### src/rtl/tdm_demux_1_4.sv
// Receive side of a 4:1 TDM link: tracks slot position from a slot-0 frame sync
// and presents each complete frame as one registered parallel word.
// Optional saturating sync-error counter port enabled by TDM_DEMUX_ERR_CNT_EN.
module tdm_demux_1_4 #(
    parameter int W = 1
) (
    input  logic           clk,
    input  logic           rst,
    input  logic [W-1:0]   din,
    input  logic           din_valid,
    input  logic           frame_sync,
    output logic [4*W-1:0] out_bus,
    output logic           frame_valid,
    output logic [1:0]     sel,
    output logic           locked,
    output logic           sync_err
`ifdef TDM_DEMUX_ERR_CNT_EN
    ,
    output logic [7:0]     err_count
`endif
);

    typedef enum logic {
        HUNT   = 1'b0,
        LOCKED = 1'b1
    } state_t;

    state_t         state_q, state_d;
    logic [1:0]     sel_q, sel_d;
    logic [W-1:0]   shadow_q [3];
    logic [W-1:0]   shadow_d [3];
    logic [4*W-1:0] out_bus_q, out_bus_d;
    logic           frame_valid_q, frame_valid_d;
    logic           sync_err_q, sync_err_d;

    always_comb begin
        state_d       = state_q;
        sel_d         = sel_q;
        shadow_d      = shadow_q;
        out_bus_d     = out_bus_q;
        frame_valid_d = 1'b0;
        sync_err_d    = 1'b0;

        if (din_valid) begin
            case (state_q)
                HUNT: begin
                    if (frame_sync) begin
                        shadow_d[0] = din;
                        sel_d       = 2'd1;
                        state_d     = LOCKED;
                    end
                end
                LOCKED: begin
                    if (frame_sync) begin
                        // A sync anywhere but slot 0 restarts the frame on this sample.
                        sync_err_d  = (sel_q != 2'd0);
                        shadow_d[0] = din;
                        sel_d       = 2'd1;
                    end else if (sel_q == 2'd0) begin
                        sync_err_d = 1'b1;
                        state_d    = HUNT;
                    end else if (sel_q == 2'd3) begin
                        out_bus_d     = {din, shadow_q[2], shadow_q[1], shadow_q[0]};
                        frame_valid_d = 1'b1;
                        sel_d         = 2'd0;
                    end else begin
                        shadow_d[sel_q] = din;
                        sel_d           = sel_q + 2'd1;
                    end
                end
                default: begin
                    state_d = HUNT;
                    sel_d   = 2'd0;
                end
            endcase
        end
    end

    always_ff @(posedge clk) begin
        if (rst) begin
            state_q       <= HUNT;
            sel_q         <= 2'd0;
            out_bus_q     <= '0;
            frame_valid_q <= 1'b0;
            sync_err_q    <= 1'b0;
            for (int i = 0; i < 3; i++) begin
                shadow_q[i] <= '0;
            end
        end else begin
            state_q       <= state_d;
            sel_q         <= sel_d;
            out_bus_q     <= out_bus_d;
            frame_valid_q <= frame_valid_d;
            sync_err_q    <= sync_err_d;
            for (int i = 0; i < 3; i++) begin
                shadow_q[i] <= shadow_d[i];
            end
        end
    end

    assign out_bus     = out_bus_q;
    assign frame_valid = frame_valid_q;
    assign sel         = sel_q;
    assign locked      = (state_q == LOCKED);
    assign sync_err    = sync_err_q;

`ifdef TDM_DEMUX_ERR_CNT_EN
    logic [7:0] err_count_q, err_count_d;

    always_comb begin
        err_count_d = err_count_q;
        if (sync_err_d && (err_count_q != 8'hFF)) begin
            err_count_d = err_count_q + 8'd1;
        end
    end

    always_ff @(posedge clk) begin
        if (rst) begin
            err_count_q <= 8'd0;
        end else begin
            err_count_q <= err_count_d;
        end
    end

    assign err_count = err_count_q;
`endif

endmodule

### config.mk
export PLATFORM = sky130hd
export DESIGN_NAME = tdm_demux_1_4
export DESIGN_NICKNAME = d
export VERILOG_FILES = /design/src/rtl/tdm_demux_1_4.sv
export SDC_FILE = /design/constraint.sdc
export NUM_CORES = 1
export LEC_CHECK = 0
export CELL_PAD_IN_SITES_DETAIL_PLACEMENT = 2
export CELL_PAD_IN_SITES_GLOBAL_PLACEMENT = 2
export CORE_UTILIZATION = 31
export CTS_CLUSTER_DIAMETER = 200
export DETAILED_ROUTE_END_ITERATION = 7
export GPL_TIMING_DRIVEN = 0
export PLACE_DENSITY = 0.89
export SLEW_MARGIN = 20
export SYNTH_ARGS = -nofsm -noshare
export SYNTH_HDL_FRONTEND = slang
export SYNTH_SLANG_ARGS = --single-unit
### constraint.sdc
create_clock -name clk -period 3.7 [get_ports clk]
set_input_delay 0.925 -clock clk [delete_from_list [all_inputs] [get_ports clk]]
set_output_delay 0.925 -clock clk [all_outputs]
set_load 0.01 [all_outputs]
==> results.py, run 1 <==
metrics = {
    "layout": {
        "nets": 90,
        "layout-drive-gt1-share": 0.103,
        "n_antenna_cell": 0,
        "fin_util": 0.454,
        "syn2layout_area_growth_pct": 31.9,
    },
    "global_route": {
        "use_met2": 0.269,
        "grt.met3_usage": 0.0462,
        "met1_usage": 0.199,
        "grt_pass1_wl_mm": 2.36,
        "grt_max_degree": 11,
        "grt-busiest-layer": "met2",
        "antenna_found_initial": 0,
        "grt_pass1_vias": 486,
        "overflow": 0,
        "grt_use_total": 0.166,
    },
    "floorplan": {
        "die_w_um": 46.7,
        "initial_core_util": 0.344,
        "ios": 14,
        "rows": 15,
        "coreArea_um2": 1800,
        "die_area_um2": 2180,
        "die_y_um": 46.7,
    },
    "power": {
        "power_frac_seq": 0.484,
        "p_comb_frac": 0.131,
        "clkPwrFrac": 0.385,
        "max-vdd-ir-drop_mv": 0.152,
        "swShare": 0.246,
        "p_per_area_nw_per_um2": 337,
        "switchingPower_w": 0.0000679,
        "leakagePower_nw": 0.361,
        "intPower_w": 0.000208,
    },
    "synth": {
        "synth_warnings": 0,
        "synth_area_leaders": "dfxtp_1 39%, ha_1 12%, mux2i_1 9.7%",
        "netlist.area_leader.share": 0.387,
        "postSynthCellCount": 61,
        "synth_compound_area_frac": 0.0948,
        "synth_top_family_by_area": "simple AND/OR/NAND/NOR gates",
        "syn-num-nets": 72,
        "ys_seq_area_frac": 0.387,
        "yosysTopAreaCell": "dfxtp_1",
        "synthMuxAreaShare": 0.0968,
        "synthAdderAreaFrac": 0.121,
        "yosysMostFrequentCell": "dfxtp_1",
        "async_flop_share": 0,
        "avgSynthCellArea_um2": 10.2,
        "syn_area_um2": 621,
        "ys_ff_latch": 12,
        "synthDistinctLibCells": 25,
        "yosys.area_share.simple": 0.240,
        "synth_edf_count": 0,
        "synthTopCellsByCount": "12 x dfxtp_1, 6 x ha_1, 6 x mux2i_1",
        "synthFlopType": "dfxtp_1",
        "synth_xor_area_frac": 0,
    },
    "job": {
        "timing.max_cap.violations": 0,
    },
    "sta": {
        "rsz0062_at_grt": "no",
        "maxSlewViolCount": 0,
        "tns_ns": 0,
        "tightest_slew_ns": 0.485,
        "max_slew_margin": 0.677,
        "skew_ns": 0.00286,
        "finalHoldViolations": 0,
        "setup_violations": 0,
        "max_freq_ghz": 0.453,
        "period_needed_ns": 2.21,
        "fin_crit_sh": 0.597,
    },
    "setup_path": {
        "cp_slowest_cell": "clkdlybuf4s50_1",
        "path_delay_family": "buffers and inverters",
        "crit_fanout": 6,
        "cp_cell_sequence": "clkdlybuf4s50_1",
        "reg2reg_depth": 7,
        "slowest_delay_ns": 0.57,
        "worstSetupEndpointType": "output port",
        "path_buf_inv": 1,
        "start_kind": "flop",
        "worst-path-stages": 1,
        "worstPathRequired_ns": 2.77,
        "path_class": "reg2out",
        "worstPathArrival_ns": 1.28,
    },
    "placed_design": {
        "dp_hpwl_mm": 1.08,
        "gp_congestion": 0.694,
        "port-buffer-count": 13,
    },
    "clock_network": {
        "h-tree-depth": 1,
        "cts_buffers": 3,
        "ctsHoldBuffers": 0,
        "cts_resized": 0,
        "post-cts-setup-buffer-count": 0,
        "cts_max_path_buffers": 2,
        "clock_latency_ns": 0.27,
        "clkSinkCount": 12,
        "cts_tree": "built",
        "clk_pin_slew_ns": 0.08,
        "root_buffer": "clkbuf_4",
    },
    "route": {
        "num_vias": 505,
        "routedWlPerCell_um": 14.5,
        "ant_nets": 0,
        "firstDrtPassIters": 2,
        "vias_per_cell": 4.90,
        "drt_wl_total_mm": 1.49,
        "route.detailed.drc": 0,
        "drt_iter0_drc": 5,
    },
    "status": {
        "status": "completed",
    },
    "hold_path": {
        "hold_path_class": "reg2reg",
        "hold_path_depth": 2,
    },
}
==> through the flow <==
stage	hold slack, ns	area (um^2)	total power (W)	worst slack (ns)	instances
3_3_place_gp	0.466	782	0.000171	1.29	99
5_1_grt	0.507	818	0.000289	1.44	103
4_1_cts	0.488	818	0.000283	1.48	103
3_5_place_dp	0.474	782	0.000172	1.28	99
6_report	0.479	818	0.000276	1.49	103
2_1_floorplan	0.451	621	0.000157	2.01	61
==> cells by family (layout without fill, tap and decap cells) <==
group	count (synthesis)	count (layout)
buf+inv	7	24
fa+ha+maj	6	6
compound gates	9	9
flops	12	12
simple gates	21	21
mux	6	6
==> layout by cell type (no fill, tap or decap), types with 2 or more instances in the layout <==
cell / netlist / routed
clkdlybuf4s50_1: 0 / 13
dfxtp_1: 12 / 12
mux2i_1: 6 / 6
ha_1: 6 / 6
inv_1: 4 / 4
nand2b_1: 4 / 4
nor2_1: 4 / 4
nand2_1: 3 / 3
a21oi_1: 3 / 3
clkbuf_4: 0 / 3
nor2b_1: 2 / 2
nand4_1: 2 / 2
==> registers in the layout (all words and copies together) (netlist names) <==
name         count
shadow_q         3
sel              2
locked           1
out_bus          4
sync_err         1
frame_valid      1
==> power groups by stage <==
stage	Combinational, W	Clock [W]	Sequential, W
after global placement	0.0000340	0	0.000137
after CTS	0.0000364	0.000112	0.000134
after global routing	0.0000393	0.000115	0.000134
after floorplan	0.0000194	0	0.000137
after detailed placement	0.0000354	0	0.000137
final	0.0000361	0.000106	0.000134
==> per-layer routing <==
layer	share of wire	vias up
met5	0	-
met3	0.034	2
li1	-	249
met2	0.49	9
met4	0.0081	0
met1	0.46	245
==> worst paths after layout <==
kind | start | end | slack [ns]
worst max-delay path | sel[0] | sel[0] | 1.49
worst min register to register | shadow_q[0] | shadow_q[0] | 0.48
worst max register to register | sel[0] | out_bus[2] | 2.06
worst min-delay path | shadow_q[0] | shadow_q[0] | 0.48
==> worst register-to-register path, cell delays in order, from the launching register on <==
cell and delay, ns:
dfxtp_1 0.43, inv_1 0.10, ha_1 0.30, inv_1 0.10, ha_1 0.19, nand4_4 0.16, mux2i_1 0.18, nor2_1 0.05
==> cell type report <==
| cell class | count | area, um^2 |
|---|---|---|
| Buffer | 3 | 22.5 |
| Clock buffer | 4 | 36.3 |
| Fill cell | 210 | 983 |
| Inverter | 4 | 15.0 |
| Multi-Input combinational cell | 42 | 343 |
| Sequential cell | 12 | 240 |
| Tap cell | 25 | 31.3 |
| Timing Repair Buffer | 13 | 130 |
Note: power is estimated with default switching activity, not from simulation.
==> inputs of run 2 (changes only) <==
--- a/config.mk
+++ b/config.mk
@@ -7,11 +7,11 @@
 export LEC_CHECK = 0
 export CELL_PAD_IN_SITES_DETAIL_PLACEMENT = 2
 export CELL_PAD_IN_SITES_GLOBAL_PLACEMENT = 2
-export CORE_UTILIZATION = 31
+export CORE_UTILIZATION = 26
 export CTS_CLUSTER_DIAMETER = 200
 export DETAILED_ROUTE_END_ITERATION = 7
 export GPL_TIMING_DRIVEN = 0
-export PLACE_DENSITY = 0.89
+export PLACE_DENSITY = 0.81
 export SLEW_MARGIN = 20
 export SYNTH_ARGS = -nofsm -noshare
 export SYNTH_HDL_FRONTEND = slang
==> constraint.sdc (replaced) <==
create_clock -name clk -period 1.9 [get_ports clk]
set_input_delay 0.475 -clock clk [delete_from_list [all_inputs] [get_ports clk]]
set_output_delay 0.475 -clock clk [all_outputs]
set_load 0.01 [all_outputs]
==> results.py, run 2 (synthesis gave the netlist of run 1 again) <==
metrics = {
    "clock_network": {
        "h-tree-depth": 1,
        "post-cts-setup-buffer-count": 0,
        "ctsHoldBuffers": 0,
        "cts_resized": 0,
        "root_buffer": "clkbuf_4",
        "clock_latency_ns": 0.28,
        "cts_buffers": 3,
        "cts_tree": "built",
        "clk_pin_slew_ns": 0.08,
        "clkSinkCount": 12,
        "cts_max_path_buffers": 2,
    },
    "power": {
        "max-vdd-ir-drop_mv": 0.414,
        "total_power_w": 0.000539,
        "p_per_area_nw_per_um2": 656,
        "clkPwrFrac": 0.389,
        "swShare": 0.247,
        "intPower_w": 0.000406,
        "p_comb_frac": 0.128,
        "power_frac_seq": 0.483,
        "leakagePower_nw": 0.361,
        "switchingPower_w": 0.000133,
    },
    "setup_path": {
        "r2r_slack_ns": 0.26,
        "critPathLaunch": "sel[0]",
        "worstSetupEndpointType": "output port",
        "cp_cell_sequence": "clkdlybuf4s50_1",
        "path_class": "reg2out",
        "worstPathArrival_ns": 1.29,
        "cp-endpoint": "sel[0]",
        "worstPathRequired_ns": 1.42,
        "cp_slowest_cell": "clkdlybuf4s50_1",
        "crit_fanout": 6,
        "reg2reg_depth": 7,
        "r2r-start": "sel[0]",
        "slowest_delay_ns": 0.58,
        "start_kind": "flop",
        "r2r_end": "out_bus[3]",
        "path_delay_family": "buffers and inverters",
        "path_buf_inv": 1,
        "worst-path-stages": 1,
    },
    "sta": {
        "layout_setup_ws_ns": 0.131,
        "hold_ws_ns": 0.491,
        "max_freq_ghz": 0.565,
        "max_slew_margin": 0.695,
        "fin_crit_sh": 0.931,
        "tns_ns": 0,
        "skew_ns": 0.00302,
        "tightest_slew_ns": 0.458,
        "rsz0062_at_grt": "no",
        "setup_violations": 0,
        "period_needed_ns": 1.77,
        "finalHoldViolations": 0,
        "maxSlewViolCount": 0,
    },
    "status": {
        "status": "completed",
    },
    "global_route": {
        "grt_pass1_vias": 552,
        "grt_use_total": 0.136,
        "grt-busiest-layer": "met2",
        "antenna_found_initial": 0,
        "grt_max_degree": 11,
        "grt_pass1_wl_mm": 2.58,
        "grt.met3_usage": 0.0446,
        "use_met2": 0.244,
        "overflow": 0,
        "met1_usage": 0.155,
    },
    "placed_design": {
        "placed_area_um2": 786,
        "port-buffer-count": 13,
        "gp_congestion": 0.680,
        "dp_slack_ns": -0.119,
        "dp_hpwl_mm": 1.15,
    },
    "layout": {
        "syn2layout_area_growth_pct": 32.5,
        "layout_commonest_cell": "clkdlybuf4s50_1",
        "final_cell_mix": "13 x clkdlybuf4s50_1, 12 x dfxtp_1, 6 x mux2i_1, 6 x ha_1",
        "nets": 90,
        "layout-drive-gt1-share": 0.103,
        "final_area_um2": 822,
        "n_antenna_cell": 0,
        "largest_reg_flops": 4,
    },
    "route": {
        "drt_wl_total_mm": 1.51,
        "num_vias": 514,
        "drt_iter0_drc": 5,
        "firstDrtPassIters": 4,
        "route.detailed.drc": 0,
        "vias_per_cell": 4.85,
        "ant_nets": 0,
        "routedWlPerCell_um": 14.3,
    },
    "floorplan": {
        "ios": 14,
        "die_area_um2": 2590,
        "initial_core_util": 0.278,
        "die_w_um": 50.9,
        "rows": 17,
        "coreArea_um2": 2230,
        "die_y_um": 50.9,
    },
    "job": {
        "timing.max_cap.violations": 0,
    },
    "hold_path": {
        "hold_path_class": "reg2reg",
    },
}
-- run 2: per-stage QoR --
stage                     cells   util
after floorplan              61      -
after global placement      102  0.352
after detailed placement    102  0.352
after CTS                   106  0.368
after global routing        106  0.368
final                       106  0.368
-- run 2: layer usage --
metal,vias up,part of all wire,wire length [um]
met4,0,0.0079,12
met1,251,0.44,671
met2,13,0.51,773
met5,-,0,0
met3,2,0.036,55
li1,248,-,-
-- run 2: area by class of cell --
cell class | count | area [um^2]
Buffer | 3 | 22.5
Timing Repair Buffer | 13 | 130
Tap cell | 28 | 35.0
Sequential cell | 12 | 240
Clock buffer | 4 | 36.3
Fill cell | 255 | 1410
Multi-Input combinational cell | 42 | 343
Inverter | 4 | 15.0
-- run 2: worst reg2reg max path, delay by kind of cell, from the launching register on --
kind / cells / cell delay, ns
buffers and inverters: 2 / 0.20
muxes: 1 / 0.19
and+or+nand+nor: 2 / 0.21
DFF: 1 / 0.44
adders and majority gates: 2 / 0.49
-- run 2: power groups by stage --
stage | Clock (W) | Sequential (W) | Combinational [W]
floorplan | 0 | 0.000267 | 0.0000378
global placement | 0 | 0.000266 | 0.0000664
detailed placement | 0 | 0.000267 | 0.0000693
CTS | 0.000216 | 0.000261 | 0.0000706
global route | 0.000225 | 0.000262 | 0.0000763
finish | 0.000210 | 0.000261 | 0.0000690
-- run 2: worst min path at each step --
stage / from / endpoint / slack [ns] / depth (start not counted)
CTS: shadow_q[1] / shadow_q[1] / 0.50 / 2
floorplan: shadow_q[0] / shadow_q[0] / 0.45 / 2
detailed placement: shadow_q[1] / shadow_q[1] / 0.48 / 2
global route: shadow_q[1] / shadow_q[1] / 0.53 / 2
global placement: shadow_q[1] / shadow_q[1] / 0.47 / 2
finish: shadow_q[1] / shadow_q[1] / 0.49 / 2
==> inputs of run 3 (changes only) <==
--- a/config.mk
+++ b/config.mk
@@ -7,6 +7,7 @@
 export LEC_CHECK = 0
 export CELL_PAD_IN_SITES_DETAIL_PLACEMENT = 2
 export CELL_PAD_IN_SITES_GLOBAL_PLACEMENT = 2
+export CORE_MARGIN = 4
 export CORE_UTILIZATION = 26
 export CTS_CLUSTER_DIAMETER = 200
 export DETAILED_ROUTE_END_ITERATION = 7
==> constraint.sdc (replaced) <==
create_clock -name clk -period 1.9 [get_ports clk]
set_input_delay 0.57 -clock clk [delete_from_list [all_inputs] [get_ports clk]]
set_output_delay 0.57 -clock clk [all_outputs]
set_load 0.01 [all_outputs]
==> results.py, run 3 (synthesis gave the netlist of run 1 again) <==
metrics = {
    "sta": {
        "finalHoldViolations": 0,
        "period_needed_ns": 1.79,
        "setup_violations": 0,
        "layout_setup_ws_ns": 0.106,
        "skew_ns": 0.00396,
        "tns_ns": 0,
        "max_slew_margin": 0.674,
        "max_freq_ghz": 0.558,
        "tightest_slew_ns": 0.489,
        "hold_ws_ns": 0.498,
        "rsz0062_at_grt": "no",
        "fin_crit_sh": 0.944,
        "maxSlewViolCount": 0,
    },
    "setup_path": {
        "path_class": "in2reg",
        "reg2reg_depth": 5,
        "crit_fanout": 5,
        "r2r_end": "sel[1]",
        "r2r_slack_ns": 0.31,
        "slowest_delay_ns": 0.57,
        "r2r-start": "sel[1]",
        "worstPathRequired_ns": 2.04,
        "worstSetupEndpointType": "flop",
        "critPathLaunch": "frame_sync",
        "cp_cell_sequence": "clkdlybuf4s50_1 -> inv_1 -> ha_1 -> nand4_4 -> mux2i_1 -> nor2_1",
        "path_delay_family": "buffers and inverters",
        "worstPathArrival_ns": 1.94,
        "start_kind": "input pin",
        "path_buf_inv": 2,
        "cp_slowest_cell": "clkdlybuf4s50_1",
    },
    "layout": {
        "final_cells": 106,
        "nets": 90,
        "largest_reg_flops": 4,
        "fill_cells": 250,
        "final_cell_mix": "13 x clkdlybuf4s50_1, 11 x dfxtp_1, 6 x mux2i_1, 6 x ha_1",
        "layout_commonest_cell": "clkdlybuf4s50_1",
        "layout-drive-gt1-share": 0.115,
        "n_antenna_cell": 0,
        "syn2layout_area_growth_pct": 32.7,
    },
    "power": {
        "leakagePower_nw": 0.361,
        "swShare": 0.244,
        "clkPwrFrac": 0.384,
        "power_frac_seq": 0.487,
        "p_per_area_nw_per_um2": 652,
        "p_comb_frac": 0.129,
        "intPower_w": 0.000406,
        "switchingPower_w": 0.000131,
        "total_power_w": 0.000536,
        "max-vdd-ir-drop_mv": 0.340,
    },
    "floorplan": {
        "die_y_um": 56.9,
        "coreArea_um2": 2230,
        "rows": 17,
        "initial_core_util": 0.278,
        "ios": 14,
        "die_w_um": 56.9,
        "die_area_um2": 3230,
    },
    "hold_path": {
        "hold_path_class": "reg2reg",
        "worstHoldEndpoint": "shadow_q[0]",
        "worstHoldStart": "shadow_q[0]",
        "hold_path_depth": 2,
    },
    "clock_network": {
        "cts_tree": "built",
        "clock_latency_ns": 0.27,
        "cts_max_path_buffers": 2,
        "clkSinkCount": 12,
        "cts_buffers": 3,
        "h-tree-depth": 1,
        "clk_pin_slew_ns": 0.08,
        "root_buffer": "clkbuf_4",
    },
    "job": {
        "timing.max_cap.violations": 0,
    },
    "route": {
        "vias_per_cell": 4.74,
        "num_vias": 502,
        "firstDrtPassIters": 4,
        "route.detailed.drc": 0,
        "drt_iter0_drc": 4,
        "drt_wl_total_mm": 1.55,
        "ant_nets": 0,
        "routedWlPerCell_um": 14.6,
    },
    "global_route": {
        "grt_max_degree": 11,
        "grt_pass1_wl_mm": 2.53,
        "antenna_found_initial": 0,
        "grt_pass1_vias": 514,
        "grt_use_total": 0.102,
        "overflow": 0,
    },
    "placed_design": {
        "dpl.cell_count": 102,
        "port-buffer-count": 13,
        "dp_slack_ns": -0.177,
        "gp_congestion": 0.788,
    },
    "status": {
        "status": "completed",
    },
}
-- run 3: cell counts in the layout (fill, tap and decap cells not counted) --
No cell type changed its count.
-- run 3: through the flow --
| step | utilization | instance area [um^2] |
|---|---|---|
| after detailed placement | 0.352 | 786 |
| final | 0.369 | 823 |
| after CTS | 0.368 | 822 |
| after global placement | 0.352 | 786 |
| after floorplan | - | 621 |
| after global routing | 0.369 | 823 |
-- run 3: worst min-delay path, cell delays in order, from the launching register on --
cell	delay, ns
dfxtp_1	0.32
nand2b_1	0.07
mux2i_1	0.07
-- run 3: layer usage --
layer,share of wire,track usage,vias up
li1,-,-,246
met1,0.47,0.128,246
met2,0.49,0.167,8
met3,0.033,0.0276,2
met4,0.0078,0.0397,0
met5,0,0,-
-- run 3: cell type report --
| type | count | area [um^2] | share of cell area |
|---|---|---|---|
| multi-input combinational | 42 | 343 | 0.416 |
| sequential | 12 | 241 | 0.293 |
| timing repair buffer | 13 | 130 | 0.158 |
| clock buffer | 4 | 36.3 | 0.0441 |
| tap | 28 | 35.0 | 0.0426 |
| buffer | 3 | 22.5 | 0.0274 |
| inverter | 4 | 15.0 | 0.0182 |
-- run 3: worst max-delay path by stage --
stage                  to  slack [ns]  cells after the start
4_1_cts            sel[0]        0.02                      1
2_1_floorplan  out_bus[0]        0.43                      7
6_report       out_bus[1]        0.11                      6
3_5_place_dp   out_bus[1]       -0.18                      6
5_1_grt        out_bus[1]        0.02                      6
3_3_place_gp   out_bus[2]       -0.16                      6
-- run 3: what timing repair did --
action | 4_1_cts | 5_1_grt
endpoints found under the setup margin | 0 | 1
buffers inserted | 0 | 0
hold buffers | 0 | 0
endpoints found under the hold margin | 0 | 0
gates resized for setup | 0 | 1
-- run 3: power groups by stage --
stage                     Combinational (W)  Sequential [W]  Clock [W]
after floorplan                   0.0000378        0.000267          0
after global placement            0.0000667        0.000266          0
after detailed placement          0.0000685        0.000267          0
after CTS                         0.0000695        0.000261   0.000214
after global routing              0.0000749        0.000262   0.000230
final                             0.0000693        0.000261   0.000206
